`config.mk`:
```
export PLATFORM = sky130hd
export DESIGN_NAME = seq_serializer
export DESIGN_NICKNAME = d
export VERILOG_FILES = /design/src/rtl/seq_serializer_pkg.sv /design/src/rtl/seq_serializer.sv
export SDC_FILE = /design/constraint.sdc
export NUM_CORES = 1
export LEC_CHECK = 0
export CORE_AREA = 2 2 54 56
export CTS_BUF_LIST = sky130_fd_sc_hd__clkbuf_4 sky130_fd_sc_hd__clkbuf_8
export CTS_CLUSTER_SIZE = 8
export DETAILED_ROUTE_END_ITERATION = 10
export DIE_AREA = 0 0 56 58
export PLACE_DENSITY = 0.67
export SYNTH_ARGS = -nofsm -noshare
export SYNTH_HDL_FRONTEND = slang
export SYNTH_SLANG_ARGS = --single-unit
```
`constraint.sdc`:
```
create_clock -name clk -period 1.4 [get_ports clk]
set_input_delay 0.28 -clock clk [delete_from_list [all_inputs] [get_ports clk]]
set_output_delay 0.28 -clock clk [all_outputs]
set_load 0.005 [all_outputs]
```
`src/rtl/seq_serializer_pkg.sv`:
```
// rtl/seq_serializer_pkg.sv - shared constants and state encoding for the sequence-detection blocks
//
// Purpose: holds the serializer state encoding and the default word width so
//          the serializer and the downstream sequence detector agree on both.
// Ports:   none (package).
package seq_serializer_pkg;

  localparam int SEQ_WIDTH_DEFAULT = 8;

  // Two bits wide on purpose: leaves unused codes that the serializer treats
  // as illegal and steers back to IDLE.
  typedef enum logic [1:0] {
    ST_IDLE  = 2'b00,
    ST_SHIFT = 2'b01
  } seq_state_e;

endpackage

```
`src/rtl/seq_serializer.sv`:
```
// rtl/seq_serializer.sv - parallel-to-serial word shifter with a one-entry holding register
//
// Purpose: accepts WIDTH-bit words on a valid/ready handshake and emits them
//          one bit per cycle, back to back with no gap when a word is held.
// Ports:
//   clk        in   sole clock, rising edge
//   reset      in   synchronous, active-high
//   din        in   [WIDTH-1:0] parallel word
//   din_valid  in   din holds a word
//   din_ready  out  holding register empty, word can be taken this cycle
//   seq        out  serial bit, 0 when idle
//   seq_valid  out  seq carries a data bit
//   last       out  seq carries the final bit of a word
module seq_serializer
  import seq_serializer_pkg::*;
#(
  parameter int WIDTH     = SEQ_WIDTH_DEFAULT,
  parameter bit MSB_FIRST = 1'b1
) (
  input  logic             clk,
  input  logic             reset,
  input  logic [WIDTH-1:0] din,
  input  logic             din_valid,
  output logic             din_ready,
  output logic             seq,
  output logic             seq_valid,
  output logic             last
);

  localparam int            CW       = $clog2(WIDTH);
  localparam logic [CW-1:0] CNT_LAST = CW'(WIDTH - 1);

  seq_state_e       state_q, state_d;
  logic [WIDTH-1:0] sr_q, sr_d;
  logic [WIDTH-1:0] hold_q, hold_d;
  logic [CW-1:0]    cnt_q, cnt_d;
  logic             hold_full_q, hold_full_d;
  logic             accept;
  logic             load;

  always_comb begin
    state_d     = state_q;
    sr_d        = sr_q;
    cnt_d       = cnt_q;
    hold_d      = hold_q;
    hold_full_d = hold_full_q;
    load        = 1'b0;
    // Ready depends only on hold_full_q, so there is no din_valid -> din_ready path.
    accept      = din_valid && !hold_full_q;

    case (state_q)
      ST_IDLE: begin
        if (hold_full_q) begin
          load = 1'b1;
        end
      end
      ST_SHIFT: begin
        if (cnt_q == CNT_LAST) begin
          // Reload straight from hold on the last bit so words stream gap-free.
          if (hold_full_q) begin
            load = 1'b1;
          end else begin
            state_d = ST_IDLE;
            cnt_d   = '0;
          end
        end else if (cnt_q < CNT_LAST) begin
          sr_d  = MSB_FIRST ? {sr_q[WIDTH-2:0], 1'b0} : {1'b0, sr_q[WIDTH-1:1]};
          cnt_d = cnt_q + 1'b1;
        end else begin
          // Counter past the end of a word: abandon it, keep whatever is held.
          state_d = ST_IDLE;
          cnt_d   = '0;
        end
      end
      default: begin
        state_d = ST_IDLE;
        cnt_d   = '0;
      end
    endcase

    // load needs hold_full_q=1 and accept needs hold_full_q=0, so they never coincide.
    if (load) begin
      sr_d        = hold_q;
      cnt_d       = '0;
      state_d     = ST_SHIFT;
      hold_full_d = 1'b0;
    end else if (accept) begin
      hold_d      = din;
      hold_full_d = 1'b1;
    end
  end

  always_ff @(posedge clk) begin
    if (reset) begin
      state_q     <= ST_IDLE;
      sr_q        <= '0;
      cnt_q       <= '0;
      hold_q      <= '0;
      hold_full_q <= 1'b0;
    end else begin
      state_q     <= state_d;
      sr_q        <= sr_d;
      cnt_q       <= cnt_d;
      hold_q      <= hold_d;
      hold_full_q <= hold_full_d;
    end
  end

  assign din_ready = !hold_full_q;
  assign seq_valid = (state_q == ST_SHIFT);
  assign last      = seq_valid && (cnt_q == CNT_LAST);
  assign seq       = seq_valid && (MSB_FIRST ? sr_q[WIDTH-1] : sr_q[0]);

endmodule

```
==> qor.txt <==
TIMING
------------------------------------------------------------------------------------
Slew at the pin closest to its max-slew limit .........................    0.2961 ns
Setup total negative slack ............................................   -0.9617 ns
Min Hold Slack ........................................................    0.4737 ns
Endpoints failing setup ...............................................           11
Worst clock skew ......................................................  0.003435 ns
Hold violation total from the final report ............................            0
Post-route setup slack ................................................   -0.1477 ns
Max_slew headroom .....................................................       80.26%
Maximum frequency from static timing analysis .........................    646.1 MHz
Tmin final ............................................................     1.548 ns
Post-route clock period utilization ...................................       110.5%
Final count of pins violating max slew ................................            0
Unrepaired setup endpoints after global routing .......................          yes

YOSYS
------------------------------------------------------------------------------------
Flops & latches, synth ................................................           21
Dominant combinational cell family by area after synthesis ............ simple AND/OR/NAND/NOR gates
Synth Area in Compound Gates ..........................................       16.43%
Count of distinct cell types in the synthesized netlist ...............           18
Part of the Yosys area used for sequential elements ...................       48.41%
Cells after synthesis .................................................           97
Synthesized-area fraction occupied by xor and xnor cells ..............           0%
Area fraction in and, or, nand and nor cells after synthesis ..........       20.03%
Post-Synth Adder-Cell Area ............................................       2.882%
Yosys warning total ...................................................            0
Synthesized area per cell .............................................    8.952 µm²
Synthesized area ......................................................    868.3 µm²
Proportion of synthesized area in mux cells ...........................       9.222%
Mapped Nets ...........................................................          110

CRITICAL PATH
------------------------------------------------------------------------------------
Delay of the slowest critical-path stage ..............................      0.37 ns
Most prevalent standard cell on the critical path ..................... sky130_fd_sc_hd__ha_4
Register-to-register setup slack ......................................     -0.15 ns
Worst setup path start ................................................     cnt_q[0]
Endpoint arrival time on the critical path ............................      1.77 ns
Reg-to-Reg Start ......................................................     cnt_q[0]
Highest-delay cell along the critical path ............................ sky130_fd_sc_hd__dfxtp_4
Required arrival time at the worst endpoint ...........................      1.63 ns
Kind of launch point of the worst setup path ..........................         flop
Critical path class ...................................................      reg2reg
Highest net fanout along the worst path ...............................            6
Critical path buffer and inverter count ...............................            0
Top Family by Delay on Critical Path .................................. compound AO/OA/AOI/OAI gates
Cell-by-cell listing of the critical path ............................. ha_4 -> ha_4 -> nand2b_4 -> a31oi_4 -> a21oi_1 -> a211oi_1
Worst reg2reg endpoint ................................................      sr_q[7]
Path depth of the worst reg2reg path ..................................            6
Critical path endpoint category .......................................         flop
Critical path endpoint ................................................      sr_q[7]
Levels on crit path ...................................................            6

CLOCKING
------------------------------------------------------------------------------------
Number of buffers created by CTS ......................................            3
Root buffer cell ...................................................... sky130_fd_sc_hd__clkbuf_4
Clock Pin Slew Worst Setup and Hold Paths .............................      0.12 ns
CTS max path bufs .....................................................            2
Clock tree from TritonCTS .............................................         done
Cts-stage hold buffer count ...........................................            0
Sinks on the clock net ................................................           21
Clock insertion delay at the later pin of the skew report .............      0.31 ns
Level count of the clock H-tree .......................................            1

CELLS AND AREA
------------------------------------------------------------------------------------
Post-layout nets ......................................................          141
Footprint of the multi-input gates ....................................    583.1 µm²
Leading cell types in the layout, fill and taps excluded .............. 19 x sky130_fd_sc_hd__nor2_1, 16 x sky130_fd_sc_hd__dfxtp_1, 12 x sky130_fd_sc_hd__buf_4
Total of fill cells in the finished design ............................          243
Storage element area ..................................................    431.7 µm²
Ant diodes ............................................................            0
Post-route non-filler standard cell count .............................          158
Most common cell after layout, fill and taps aside .................... sky130_fd_sc_hd__nor2_1
Area Overhead vs Synth ................................................       54.90%
Layout cell share with drive strength beyond 1 ........................       40.94%

FLOORPLANNING
------------------------------------------------------------------------------------
Die area ..............................................................     3248 µm²
Floorplan die height ..................................................        58 µm
I/O pin total .........................................................           15
Standard cell core area ...............................................     2663 µm²
Effective utilization at floorplan ....................................       32.61%
Row count .............................................................           19
X dimension of the die ................................................        56 µm

ROUTE
------------------------------------------------------------------------------------
First-pass iteration count of the detailed router .....................            4
WL per Instance .......................................................     12.48 µm
Via density per instance ..............................................        5.089
Final Routed Wirelength ...............................................      1972 µm
Detailed-route DRC error count ........................................            0
Via total after detailed routing ......................................          804
Antenna-violating nets left ...........................................            0
Violation count after the first detailed-route iteration ..............           15

PLACE
------------------------------------------------------------------------------------
HPWL after detailed placement .........................................      1183 µm
Placed insts ..........................................................          147
Post-Place Worst Slack ................................................   -0.1345 ns
Number of port buffers ................................................           14
Weighted congestion at the end of routability-driven global placement .       0.7593

GRT
------------------------------------------------------------------------------------
All-Layer GR Usage ....................................................       13.24%
Overall overflow remaining after global route .........................            0
Via count of the first global-routing pass ............................          789
Maximum number of pins on one net before global-route repair ..........           22
First-pass GRT wire length ............................................      3339 µm
Initial antenna violation count .......................................            0

POWER
------------------------------------------------------------------------------------
Largest voltage drop on the vdd net ...................................    0.5807 mV
Pwr Density ........................................................... 954.7 nW/µm²
Pleak .................................................................    0.5290 nW

OUTCOME
------------------------------------------------------------------------------------
Status ................................................................ finished with violations
Failing checks ........................................................ setup timing

MIN PATH
------------------------------------------------------------------------------------
Type of the tightest min-delay check ..................................      reg2reg

RUN
------------------------------------------------------------------------------------
Max-capacitance violation count .......................................            0

-- cell usage after synthesis --
library cell,count,area [µm²]
sky130_fd_sc_hd__a211oi_1,7,52.55
sky130_fd_sc_hd__clkbuf_1,2,7.510
sky130_fd_sc_hd__and2b_1,2,15.01
sky130_fd_sc_hd__nand3_1,1,5.000
sky130_fd_sc_hd__nor2_1,19,71.32
sky130_fd_sc_hd__nor2b_1,1,6.260
sky130_fd_sc_hd__dfxtp_1,21,420.4
sky130_fd_sc_hd__nor3_1,3,15.01
sky130_fd_sc_hd__nand2b_2,1,8.760
sky130_fd_sc_hd__ha_1,2,25.02
sky130_fd_sc_hd__buf_2,3,15.01
sky130_fd_sc_hd__and2_1,3,18.77
sky130_fd_sc_hd__nand2_1,9,33.78
sky130_fd_sc_hd__a31oi_4,1,21.27
sky130_fd_sc_hd__a31o_2,1,8.760
sky130_fd_sc_hd__mux2i_1,8,80.08
sky130_fd_sc_hd__a21oi_1,12,60.06
sky130_fd_sc_hd__inv_1,1,3.750
-- report_power, final --
part           internal [mW]  switching [mW]  total [mW]
Combinational          0.164           0.150       0.314
Sequential             0.644          0.0271       0.671
Clock                  0.107           0.192       0.299
Total                  0.914           0.370        1.28
-- metal layers --
layer	GRT usage (%)	part of all wire (%)	vias to the layer above
met5	0	0	-
li1	-	-	399
met1	15.51	43	379
met4	7.823	1.8	0
met2	22.35	50	21
met3	2.902	4.8	5
-- state kept, by name (all words and copies together), names as in the netlist --
register and flops:
cnt_q 3, hold_full_q 1, hold_q 8, sr_q 8, state_q 1
-- kinds of logic (layout without fill, tap and decap cells) --
kind of cell    count (synthesis)  in the layout
simple gates                   39             39
mux                             8              8
flops                          21             21
compound gates                 21             23
fa+ha+maj                       2              2
buf+inv                         6             34
-- repair_timing --
action / 4_1_cts / 5_1_grt
pin swaps: 9 / 5
resized for setup: 25 / 12
gates cloned: 2 / 0
endpoints found under the setup margin: 15 / 13
setup buffers: 3 / 2
-- final cells by class --
cell class | count | share of cell area (%)
timing repair buffer | 29 | 19.35
clock buffer | 3 | 1.674
clock inverter | 1 | 0.3721
inverter | 1 | 0.2791
multi-input combinational | 72 | 43.35
sequential | 21 | 32.09
tap | 31 | 2.884
-- worst min-delay path: cells and delay by family, from the launching register on --
kind / cells / cell delay, ns
compound gates: 1 / 0.06
flops: 1 / 0.34
simple gates: 1 / 0.05
-- how the worst min path moves through the flow --
stage	slack (ns)	depth (start not counted)	start	end
2_1_floorplan	0.36	1	reset	hold_full_q
3_3_place_gp	0.45	2	hold_q[0]	sr_q[0]
3_5_place_dp	0.45	2	sr_q[3]	sr_q[3]
4_1_cts	0.48	2	sr_q[7]	sr_q[7]
5_1_grt	0.48	2	sr_q[7]	sr_q[7]
6_report	0.47	2	sr_q[7]	sr_q[7]
-- per-stage QoR --
step	instance area (µm²)	utilization, %	total power, mW
2_1_floorplan	917.1	-	0.8275
3_3_place_gp	1149	43.14	0.9135
3_5_place_dp	1149	43.14	0.9214
4_1_cts	1286	48.31	1.259
5_1_grt	1345	50.52	1.348
6_report	1345	50.52	1.284
(Power assumes the default switching activity.)
==> variant 1: new RTL, same settings <==
Take the reset off `sr_q` and load it in a clocked block of its own.
--- a/src/rtl/seq_serializer.sv
+++ b/src/rtl/seq_serializer.sv
@@ -93,17 +93,19 @@
   always_ff @(posedge clk) begin
     if (reset) begin
       state_q     <= ST_IDLE;
-      sr_q        <= '0;
       cnt_q       <= '0;
       hold_q      <= '0;
       hold_full_q <= 1'b0;
     end else begin
       state_q     <= state_d;
-      sr_q        <= sr_d;
       cnt_q       <= cnt_d;
       hold_q      <= hold_d;
       hold_full_q <= hold_full_d;
     end
+  end
+
+  always_ff @(posedge clk) begin
+    sr_q <= sr_d;
   end
 
   assign din_ready = !hold_full_q;
Behaviour: no difference found for any inputs over 10 cycles, from zero or initial values and one cycle with reset high; that may be too few to reach the edited logic, so the function may still have changed.
==> variant 1 against the unedited design <==
The flow still finishes with violations (setup timing). Non-clock buffer count down 5. Sequential cell count is the same. Wire length down 21%. Critical path depth decreased by 1. Setup slack better by 0.020 ns. Cell area shrank 8.8%. Sequential share of layout area rose by 9.5 points. Fmax grew 1.3%. Via count decreased by 27%. Power up 0.33%. Count of clock-buffer cells in the layout up 1. Synthesized area shrank 0.86%. Largest power group unchanged.
==> variant 1: results (changes against the unedited design) <==
post-DP HPWL 1160 um (-2.3%); cts repair resizes 15 (-40%); Clk pwr share 23.6% (+0.3 points); synth cell count leaders dfxtp_1 (13), nor2_1 (12), mux2i_1 (9), edfxtp_1 (8), mux2_2 (7); 1st-iter DRT viols 4 (-11); via count of the routed design 589 (-27%); final setup vio count 16 (+5); DR WL met3 66 um (-30%); nets 110 (-22%); synth unique cells 20 (+2); violated checks setup timing; Placed Area 0.00116 mm^2 (+1.2%); top post-synthesis cells by area dfxtp_1 (30%), edfxtp_1 (28%), mux2i_1 (10%), mux2_2 (9.2%), nor2_1 (5.2%); Placer Congestion 0.733 (-3.4%); status complete, but fails checks; critical path's slowest cell dfxtp_2; filler instances 267 (+9.9%); vias in the first global route 532 (-33%); Placed Instances 120 (-18%); Hold WS 0.496 ns (+0.0219 ns); pin count of the biggest net entering global routing 14 (-36%); Post-synth EDFFs 8 (+8); Post-Route Setup TNS -1.26 ns (-0.297 ns); wl on met1 707 um (-17%); Seq group 730 uW (+8.8%); P_leak 0.000509 uW (-3.8%); metal2 WL 763 um (-23%); Final WS setup -0.127 ns (+0.0203 ns)
## variant 1: cell count changes in the layout (fill, tap and decap cells not counted), sizes merged, moves of 5 or more
cell / delta
buf: -5
nand2: -7
nor2: -7
mux2: +7
edfxtp: +8
dfxtp: -8
a211oi: -7
a21oi: -11
## variant 1: kinds of logic after synthesis
logic type	count (synthesis)	share of synthesized area [%]
muxes	16	19.6
DFF	21	58.1
adders and majority gates	2	2.91
and+or+nand+nor	23	12.6
buffers and inverters	4	2.18
AOI/OAI and AO/OA	4	4.51
## variant 1: cell type report
| cell class | instances | area (um^2) | area share [%] |
|---|---|---|---|
| multi-input cells | 45 | 407 | 33.2 |
| repair buffers | 24 | 233 | 19.0 |
| flip-flops and latches | 21 | 510 | 41.6 |
| well taps | 31 | 38.8 | 3.16 |
| clock buffers | 4 | 30.0 | 2.45 |
| inverters | 2 | 7.51 | 0.612 |
## variant 1: routing by layer
layer  up-vias  track usage, %
met5         -               0
met4         0            3.06
met3         2            3.13
met2        11            16.1
met1       276            14.0
li1        300               -
==> variant 2: new RTL, same settings <==
Without the edit above. `SEQ_WIDTH_DEFAULT`: 8 -> 4.
--- a/src/rtl/seq_serializer_pkg.sv
+++ b/src/rtl/seq_serializer_pkg.sv
@@ -5,7 +5,7 @@
 // Ports:   none (package).
 package seq_serializer_pkg;
 
-  localparam int SEQ_WIDTH_DEFAULT = 8;
+  localparam int SEQ_WIDTH_DEFAULT = 4;
 
   // Two bits wide on purpose: leaves unused codes that the serializer treats
   // as illegal and steers back to IDLE.
Ports: changed (resized din); port bits go from 15 to 11. No check against the original RTL was run, so the function may have changed too.
==> variant 2 against the unedited design <==
Sequential cell count fell by 9. Wire length is 50% lower. Die area did not move. Critical path type is now flop to primary output. Sequential power fell by 43%. Synthesized cell count down 43%. Global-route usage fell by 6.4 points. Cell area fell by 44%. Synthesized area down 39%. Highest routed layer is now met3. Register-to-register slack better by 0.33 ns. Setup slack improved by 0.22 ns. Power shrank 39%.
==> variant 2: results (changes against the unedited design) <==
post-DP HPWL 765 um (-35%); initial antenna violation count 0 (unchanged); synth cell count leaders dfxtp_1 (12), nor2_1 (12), mux2i_1 (5), nand2_1 (4); DR pass1 iterations 3 (-1); Post-synth ARST share 0% (unchanged); Max Root-Sink Buffers 2 (unchanged); synth unique cells 19 (+1); H-tree lvl count 1 (unchanged); Global Route Usage Sum 6.86% (-6.4 points); P_leak 0.000312 uW (-41%); number of port buffers 10 (-4); vias per cell 4.10 (-20%); worst skew pair latency 0.27 ns (-0.04 ns); antenna cells 0 (unchanged); delay-heaviest family, CP flip-flops; first-pass GRT wire length 1740 um (-48%); vias in the first global route 428 (-46%); Register-to-Register Path Depth 5 (-1); worst slack at placement -0.0165 ns (+0.118 ns); Placed Area 691 um^2 (-40%); Seq/Total Area, Yosys 45.4% (-3.0 points); crit-path max cell delay 0.34 ns (-0.03 ns); Syn. warnings 0 (unchanged); hold_sp hold_q[1]; top post-synthesis cells by area dfxtp_1 (45%), mux2i_1 (9.5%), nor2_1 (8.5%), a211oi_2 (7.1%), a21oi_2 (5.0%); pin count of the biggest net entering global routing 13 (-41%); Worst Path Arrival 1.04 ns (-0.73 ns); Crit. Startpoint cnt_q[0]; nets 82 (-42%); clock-pin transition on the worst setup and hold timing paths 0.08 ns (-0.04 ns); status complete, no violations; worst-margin pin slew 0.299 ns (+0.00319 ns); switching power 184 uW (-50%); crit-path max FO 2 (-4); Placer Congestion 0.750 (-1.2%); VDD IR max 792 uV (+36%); Worst Clk Skew 0.00373 ns (+0.000295 ns); Root Driver clkbuf_4; Routed WL 985 um (-50%); total CTS buffers 3 (unchanged); critical path's slowest cell dfxtp_2; syn_nets 63 (-43%); Top Registers hold_q x4, sr_q x4, cnt_q x2; layout cells sized above 1 38.4% (-2.6 points); 1st-iter DRT viols 4 (-11); hold crit path type flop to flop; WHS Path Cells 2 (unchanged)
==> variant 2: cell count changes after synthesis, moves of 3 or more <==
| cell | before | now |
|---|---|---|
| a21oi_1 | 12 | 3 |
| dfxtp_1 | 21 | 12 |
| a211oi_1 | 7 | 0 |
| nor2_1 | 19 | 12 |
| nand2_1 | 9 | 4 |
| a211oi_2 | 0 | 3 |
| a21oi_2 | 0 | 3 |
| and2_1 | 3 | 0 |
| buf_2 | 3 | 0 |
| mux2i_1 | 8 | 5 |
==> variant 2: per-stage QoR <==
step | std cells | hold WS [ns] | setup TNS, ns
final | 104 | 0.484 | 0
after floorplan | 55 | 0.345 | 0
after detailed placement | 99 | 0.481 | -0.0494
after CTS | 104 | 0.491 | -0.0963
after global routing | 104 | 0.501 | 0
after global placement | 99 | 0.475 | 0
==> variant 2: repair_timing <==
item,in CTS,in global routing
gates resized for setup,6,6
buffers inserted,1,0
hold buffers,0,0
endpoints found under the setup margin,4,2
==> variant 2: final timing paths <==
kind / slack (ns) / endpoint
setup / recovery: 0.08 / last
hold / removal: 0.48 / sr_q[1]
setup reg to reg: 0.18 / sr_q[3]
hold reg to reg: 0.48 / sr_q[1]
==> variant 2: tightest hold or removal path: stages, from the launching register on <==
cell and delay [ns]:
dfxtp_1 0.32, nand2_1 0.07, a211oi_2 0.05
==> variant 2: power by group through the flow <==
stage	Sequential, uW	Combinational, uW	Clock, uW
6_report	380	126	273
5_1_grt	383	142	304
4_1_cts	378	128	286
3_5_place_dp	385	126	0
3_3_place_gp	385	123	0
2_1_floorplan	384	78.3	0
==> variant 2: area by class of cell <==
cell class              instances  area (um^2)
flip-flops and latches         12          245
fillers                       293         1920
clock buffers                   4         36.3
inverters                       1         3.75
multi-input cells              39          275
repair buffers                 17          148
well taps                      31         38.8
==> variant 2: logic make-up (layout without fill, tap and decap cells) <==
| family | Yosys count | after routing | share of synthesized area (%) |
|---|---|---|---|
| buffers and inverters | 4 | 22 | 4.96 |
| flip-flops | 12 | 12 | 45.4 |
| AO/OA/AOI/OAI | 10 | 10 | 16.5 |
| multiplexers | 5 | 5 | 9.46 |
| AND/OR/NAND/NOR | 23 | 23 | 21.3 |
| adder cells (fa/ha/maj) | 1 | 1 | 2.36 |
==> variant 2: metal layers <==
metal | up-vias | track usage [%] | wire [um]
li1 | 222 | - | -
met1 | 193 | 7.00 | 394
met2 | 11 | 12.1 | 508
met3 | 0 | 4.46 | 83
met4 | 0 | 1.02 | 0
met5 | - | 0 | 0
